--- src/rtl/coeff_loader.sv ---
// coeff_loader: assembles the nine lookahead-IIR coefficients (b0..b6, a3, a6)
// from a stream of narrow words into a shadow bank. When the load is complete,
// the block commits the whole set to the active bank in a single cycle.
// Optional feature macro: COEFF_CHECKSUM_EN. When defined, the block expects one
// extra word after the coefficients. That word must equal the XOR of all
// coefficient words, otherwise the load is rejected.

module coeff_loader #(
  parameter int WIDTH      = 64,
  parameter int WORD_BITS  = 16,
  parameter int NUM_COEFFS = 9
) (
  input  logic                 clk,
  input  logic                 reset,
  input  logic                 load_start,
  input  logic [WORD_BITS-1:0] word_in,
  input  logic                 word_valid,
  output logic                 word_ready,
  output logic [WIDTH-1:0]     b0,
  output logic [WIDTH-1:0]     b1,
  output logic [WIDTH-1:0]     b2,
  output logic [WIDTH-1:0]     b3,
  output logic [WIDTH-1:0]     b4,
  output logic [WIDTH-1:0]     b5,
  output logic [WIDTH-1:0]     b6,
  output logic [WIDTH-1:0]     a3,
  output logic [WIDTH-1:0]     a6,
  output logic                 coefficients_ready,
  output logic                 busy,
  output logic                 load_error
);

  // Words per coefficient and total words per load.
  localparam int WPC    = WIDTH / WORD_BITS;
  localparam int TW     = NUM_COEFFS * WPC;
  localparam int BANK_W = NUM_COEFFS * WIDTH;
  localparam int CNT_W  = $clog2(TW + 1);
  localparam int BASE_W = $clog2(BANK_W);

  localparam logic [CNT_W-1:0] LAST_WORD = CNT_W'(TW - 1);

  localparam logic [2:0] ST_IDLE   = 3'd0;
  localparam logic [2:0] ST_LOAD   = 3'd1;
  localparam logic [2:0] ST_CHECK  = 3'd2;
  localparam logic [2:0] ST_COMMIT = 3'd3;
  localparam logic [2:0] ST_FLUSH  = 3'd4;

  logic [2:0]        state_q,  state_d;
  logic [CNT_W-1:0]  cnt_q,    cnt_d;
  logic [BANK_W-1:0] shadow_q, shadow_d;
  logic [BANK_W-1:0] active_q, active_d;
  logic              ready_q,  ready_d;
  logic              busy_q,   busy_d;
`ifdef COEFF_CHECKSUM_EN
  logic [WORD_BITS-1:0] xor_q, xor_d;
  logic                 err_q, err_d;
`endif

  logic              transfer;
  logic [BASE_W-1:0] word_base;

  // Words are accepted only while a load is collecting data. A load_start
  // pulse blocks acceptance so that the restart cycle never takes a word.
  always_comb begin
    word_ready = ((state_q == ST_LOAD) || (state_q == ST_CHECK)) && !load_start;
  end

  // The banks are flat vectors with b0 in the least significant slot. Word k
  // therefore lands at bit k*WORD_BITS, which is the same as coefficient k/WPC,
  // sub-word k%WPC.
  always_comb begin
    transfer  = word_valid && word_ready;
    word_base = BASE_W'(cnt_q) * BASE_W'(WORD_BITS);
  end

  // Next-state logic for the load sequencer. The COMMIT state copies the
  // shadow bank and drops ready. The FLUSH state raises ready one cycle later,
  // so the filter sees exactly one low cycle aligned with the new set.
  always_comb begin
    state_d  = state_q;
    cnt_d    = cnt_q;
    shadow_d = shadow_q;
    active_d = active_q;
    ready_d  = ready_q;
`ifdef COEFF_CHECKSUM_EN
    xor_d    = xor_q;
    err_d    = err_q;
`endif
    case (state_q)
      ST_IDLE: begin
        if (load_start) begin
          state_d = ST_LOAD;
          cnt_d   = '0;
`ifdef COEFF_CHECKSUM_EN
          xor_d   = '0;
          err_d   = 1'b0;
`endif
        end
      end
      ST_LOAD: begin
        if (load_start) begin
          cnt_d = '0;
`ifdef COEFF_CHECKSUM_EN
          xor_d = '0;
`endif
        end else if (transfer) begin
          shadow_d[word_base +: WORD_BITS] = word_in;
          cnt_d = cnt_q + CNT_W'(1);
`ifdef COEFF_CHECKSUM_EN
          xor_d = xor_q ^ word_in;
          if (cnt_q == LAST_WORD) state_d = ST_CHECK;
`else
          if (cnt_q == LAST_WORD) state_d = ST_COMMIT;
`endif
        end
      end
`ifdef COEFF_CHECKSUM_EN
      ST_CHECK: begin
        if (load_start) begin
          state_d = ST_LOAD;
          cnt_d   = '0;
          xor_d   = '0;
        end else if (transfer) begin
          if (word_in == xor_q) begin
            state_d = ST_COMMIT;
          end else begin
            state_d = ST_IDLE;
            err_d   = 1'b1;
          end
        end
      end
`endif
      ST_COMMIT: begin
        active_d = shadow_q;
        ready_d  = 1'b0;
        state_d  = ST_FLUSH;
      end
      ST_FLUSH: begin
        ready_d = 1'b1;
        state_d = ST_IDLE;
      end
      default: begin
        state_d = ST_IDLE;
      end
    endcase
    busy_d = (state_d != ST_IDLE);
  end

  // State, banks and status flags; reset returns everything to an empty loader.
  always_ff @(posedge clk) begin
    if (reset) begin
      state_q  <= ST_IDLE;
      cnt_q    <= '0;
      shadow_q <= '0;
      active_q <= '0;
      ready_q  <= 1'b0;
      busy_q   <= 1'b0;
`ifdef COEFF_CHECKSUM_EN
      xor_q    <= '0;
      err_q    <= 1'b0;
`endif
    end else begin
      state_q  <= state_d;
      cnt_q    <= cnt_d;
      shadow_q <= shadow_d;
      active_q <= active_d;
      ready_q  <= ready_d;
      busy_q   <= busy_d;
`ifdef COEFF_CHECKSUM_EN
      xor_q    <= xor_d;
      err_q    <= err_d;
`endif
    end
  end

  assign b0 = active_q[0*WIDTH +: WIDTH];
  assign b1 = active_q[1*WIDTH +: WIDTH];
  assign b2 = active_q[2*WIDTH +: WIDTH];
  assign b3 = active_q[3*WIDTH +: WIDTH];
  assign b4 = active_q[4*WIDTH +: WIDTH];
  assign b5 = active_q[5*WIDTH +: WIDTH];
  assign b6 = active_q[6*WIDTH +: WIDTH];
  assign a3 = active_q[7*WIDTH +: WIDTH];
  assign a6 = active_q[8*WIDTH +: WIDTH];

  assign coefficients_ready = ready_q;
  assign busy               = busy_q;
`ifdef COEFF_CHECKSUM_EN
  assign load_error = err_q;
`else
  assign load_error = 1'b0;
`endif

endmodule

--- config.mk ---
export PLATFORM = sky130hd
export DESIGN_NAME = coeff_loader
export DESIGN_NICKNAME = d
export VERILOG_FILES = /design/src/rtl/coeff_loader.sv
export SDC_FILE = /design/constraint.sdc
export NUM_CORES = 2
export LEC_CHECK = 0
export CAP_MARGIN = 20
export CORE_ASPECT_RATIO = 1.5
export CORE_MARGIN = 2
export CORE_UTILIZATION = 58
export CTS_CLUSTER_SIZE = 25
export DETAILED_ROUTE_END_ITERATION = 6
export GPL_ROUTABILITY_DRIVEN = 0
export PLACE_DENSITY = 0.85
export SLEW_MARGIN = 40
export SYNTH_ARGS = -nofsm -noshare
export SYNTH_HDL_FRONTEND = slang
export SYNTH_SLANG_ARGS = --single-unit
--- constraint.sdc ---
create_clock -name clk -period 10.3 [get_ports clk]
set_input_delay 2.575 -clock clk [delete_from_list [all_inputs] [get_ports clk]]
set_output_delay 2.575 -clock clk [all_outputs]
set_load 0.02 [all_outputs]
==> out/metrics.csv <==
metric;value;unit
crit_chain;clkdlybuf4s50_1 -> nor3_1 -> clkdlybuf4s50_1;
synth-simple-area-share;13.8;%
wl_per_cell;24.2;um
ys_seq_area_share;57.9;%
leakagePower;17.7;nW
place_hpwl;77100;um
finalClockSkew;0.0263;ns
avgViaCountPerCell;6.16;
synthArstFlopShare;0;%
finalHoldViolCount;0;
drtAntennaViolNets;0;
reg2regPathDepth;9;
insertion_delay;0.67;ns
ys_types;64;
report.power.total;8.67;mW
rsz0062_at_grt;false;
power_density;173;mW/mm2
grt_max_degree;148;
die-area;0.0715;mm2
port_buffers;598;
cts_resized;0;
netlist_top_cells_area;dfxtp_1, a22o_1, mux2i_1;
drive_gt1_share;7.39;%
dp.cells;5065;
htreeDepth;3;
final_nets;4289;
combPwrFrac;2.3;%
overflow;0;
synth_nets;3884;
synth_compound_area_share;19.4;%
final.setup.tns;0;ns
cp-start-kind;primary input;
synth-xor-area-share;0.218;%
finalMaxSlewViolations;0;
yosysWarnings;0;
crit_type;primary input to primary output;
cts_tree;built;
grt_antenna_before_repair;3;
ctsLongestPathBuffers;3;
grt_pass1_wl;189000;um
worst_slew_pin_slew;0.855;ns
stdcell_count;5243;
arrival;4.11;ns
yosysTopAreaCellShare;57.9;%
synth_commonest_cells;dfxtp_1, a22o_1, nand2_1;
start_util;58.4;%
synth_cells;3861;
cpMostUsedCell;clkdlybuf4s50_1;
crit_slowest_cell;clkdlybuf4s50_1;
power_frac_seq;51.9;%
finalWirelength;127000;um
vias;32283;
setup_viol;0;
hold_depth;1;
synthMuxAreaShare;4.84;%
hold_buffers;0;
p_clk_share;45.8;%
vdd_drop_max;0.149;mV
synthFlopType;dfxtp_1;
synth_edf_count;0;
cts_setup_buffers;0;
status;finished clean;
multi_input_area;0.0156;mm2
post-synth-top-count-cell;dfxtp_1;
syn_area;0.0402;mm2
core_area;0.0688;mm2
cts.sink_count;1163;
numCtsBuffers;98;
drt-initial-drc-count;3260;
cp_max_fo;7;
layout_min_cycle_time;6.68;ns
nFillCells;4734;
grt_pass1_vias;31002;
cts-root-buf;clkbuf_16;
period_share;64.9;%
path_clk_slew;0.07;ns
firstDrtPassIters;5;
regArea;0.0233;mm2
endpoint_kind;primary output;
ioPinCount;600;
synth_fa_ha_area_share;0.0934;%
grt_usage;34.3;%
min_path_type;flip-flop to flip-flop;
die_w;219;um
syn_to_final_growth;24.8;%
ys_ff_latch;1163;
cap_violations;0;
die_height;326;um
critical_path_required;7.73;ns
row_count;118;
yosys.area.top_type;dfxtp_1;
synth_top_family_by_area;compound AO/OA/AOI/OAI gates;
slew_headroom;42.4;%
p_int;6.85;mW
max_freq;0.150;GHz
slowest_delay;0.64;ns
drcViolationCount;0;
p_switching;1.82;mW
syn_area_per_cell;10.4;um2
swShare;21.0;%
==> metal layers <==
| layer | global-route usage [%] | wire length [um] |
|---|---|---|
| met3 | 8.49 | 11800 |
| met2 | 54.1 | 57800 |
| met5 | 0 | 0 |
| met1 | 41.8 | 48500 |
| met4 | 21.9 | 8750 |
==> registers in the layout, indices dropped and copies added (netlist names) <==
register / cells
cnt_q: 6
active_q: 576
busy: 1
coefficients_ready: 1
state_q: 3
shadow_q: 576
==> stage by stage <==
step	util (%)	hold WS, ns	setup WS [ns]	cell area, um2
2_1_floorplan	-	0.432	4.67	40200
3_3_place_gp	67.5	0.437	3.66	46400
3_5_place_dp	67.9	0.443	3.62	46700
4_1_cts	72.9	0.451	3.61	50100
5_1_grt	72.9	0.465	3.56	50200
6_report	72.9	0.448	3.62	50200
==> kinds of logic (layout without fill, tap and decap cells) <==
family / Yosys count / count (layout)
other: 1 / 3
AO/OA/AOI/OAI: 1051 / 1051
adder cells (fa/ha/maj): 3 / 3
multiplexers: 192 / 192
XOR/XNOR: 10 / 10
AND/OR/NAND/NOR: 1067 / 1067
buffers and inverters: 374 / 854
flip-flops: 1163 / 1163
==> critical path: cells and delay by family <==
kind	cells	cell delay (ns)
buffers and inverters	2	1.24
AND/OR/NAND/NOR	1	0.29
==> power by group through the flow <==
stage / logic [mW] / registers [mW] / clock network, mW
4_1_cts: 0.193 / 4.50 / 3.99
2_1_floorplan: 0.110 / 4.60 / 0
3_5_place_dp: 0.193 / 4.60 / 0
6_report: 0.198 / 4.50 / 3.97
5_1_grt: 0.202 / 4.50 / 4.16
3_3_place_gp: 0.187 / 4.60 / 0
==> layout by cell type, fill, tap and decap left out, drive strengths merged, types with 14 or more instances in the layout <==
master / count
buf: 90
nor2: 170
o21ai: 206
nor2b: 39
mux2i: 174
dfxtp: 1163
clkdlybuf4s50: 581
nand3: 133
a22o: 576
nor3: 19
nand2b: 168
a21oi: 175
nor4: 17
nand2: 344
bufinv: 14
o31ai: 45
mux2: 18
nand4: 15
clkbuf: 143
nand3b: 134
==> final timing paths <==
kind,start,to,slack (ns)
setup reg to reg,cnt_q[1],shadow_q[93],6.52
hold / removal,shadow_q[70],active_q[70],0.45
setup / recovery,load_start,word_ready,3.62
hold reg to reg,shadow_q[70],active_q[70],0.45
==> final cells by class <==
class                           instances  area share, %
Sequential cell                      1163           46.4
Timing Repair Buffer                  671           13.2
Multi-Input combinational cell       2324           31.1
Tap cell                              900           2.24
Clock buffer                          143           5.81
Antenna cell                            2        0.00998
Clock inverter                         32           1.07
Inverter                                8         0.0599
No activity file was read; power rests on OpenSTA's default activity.
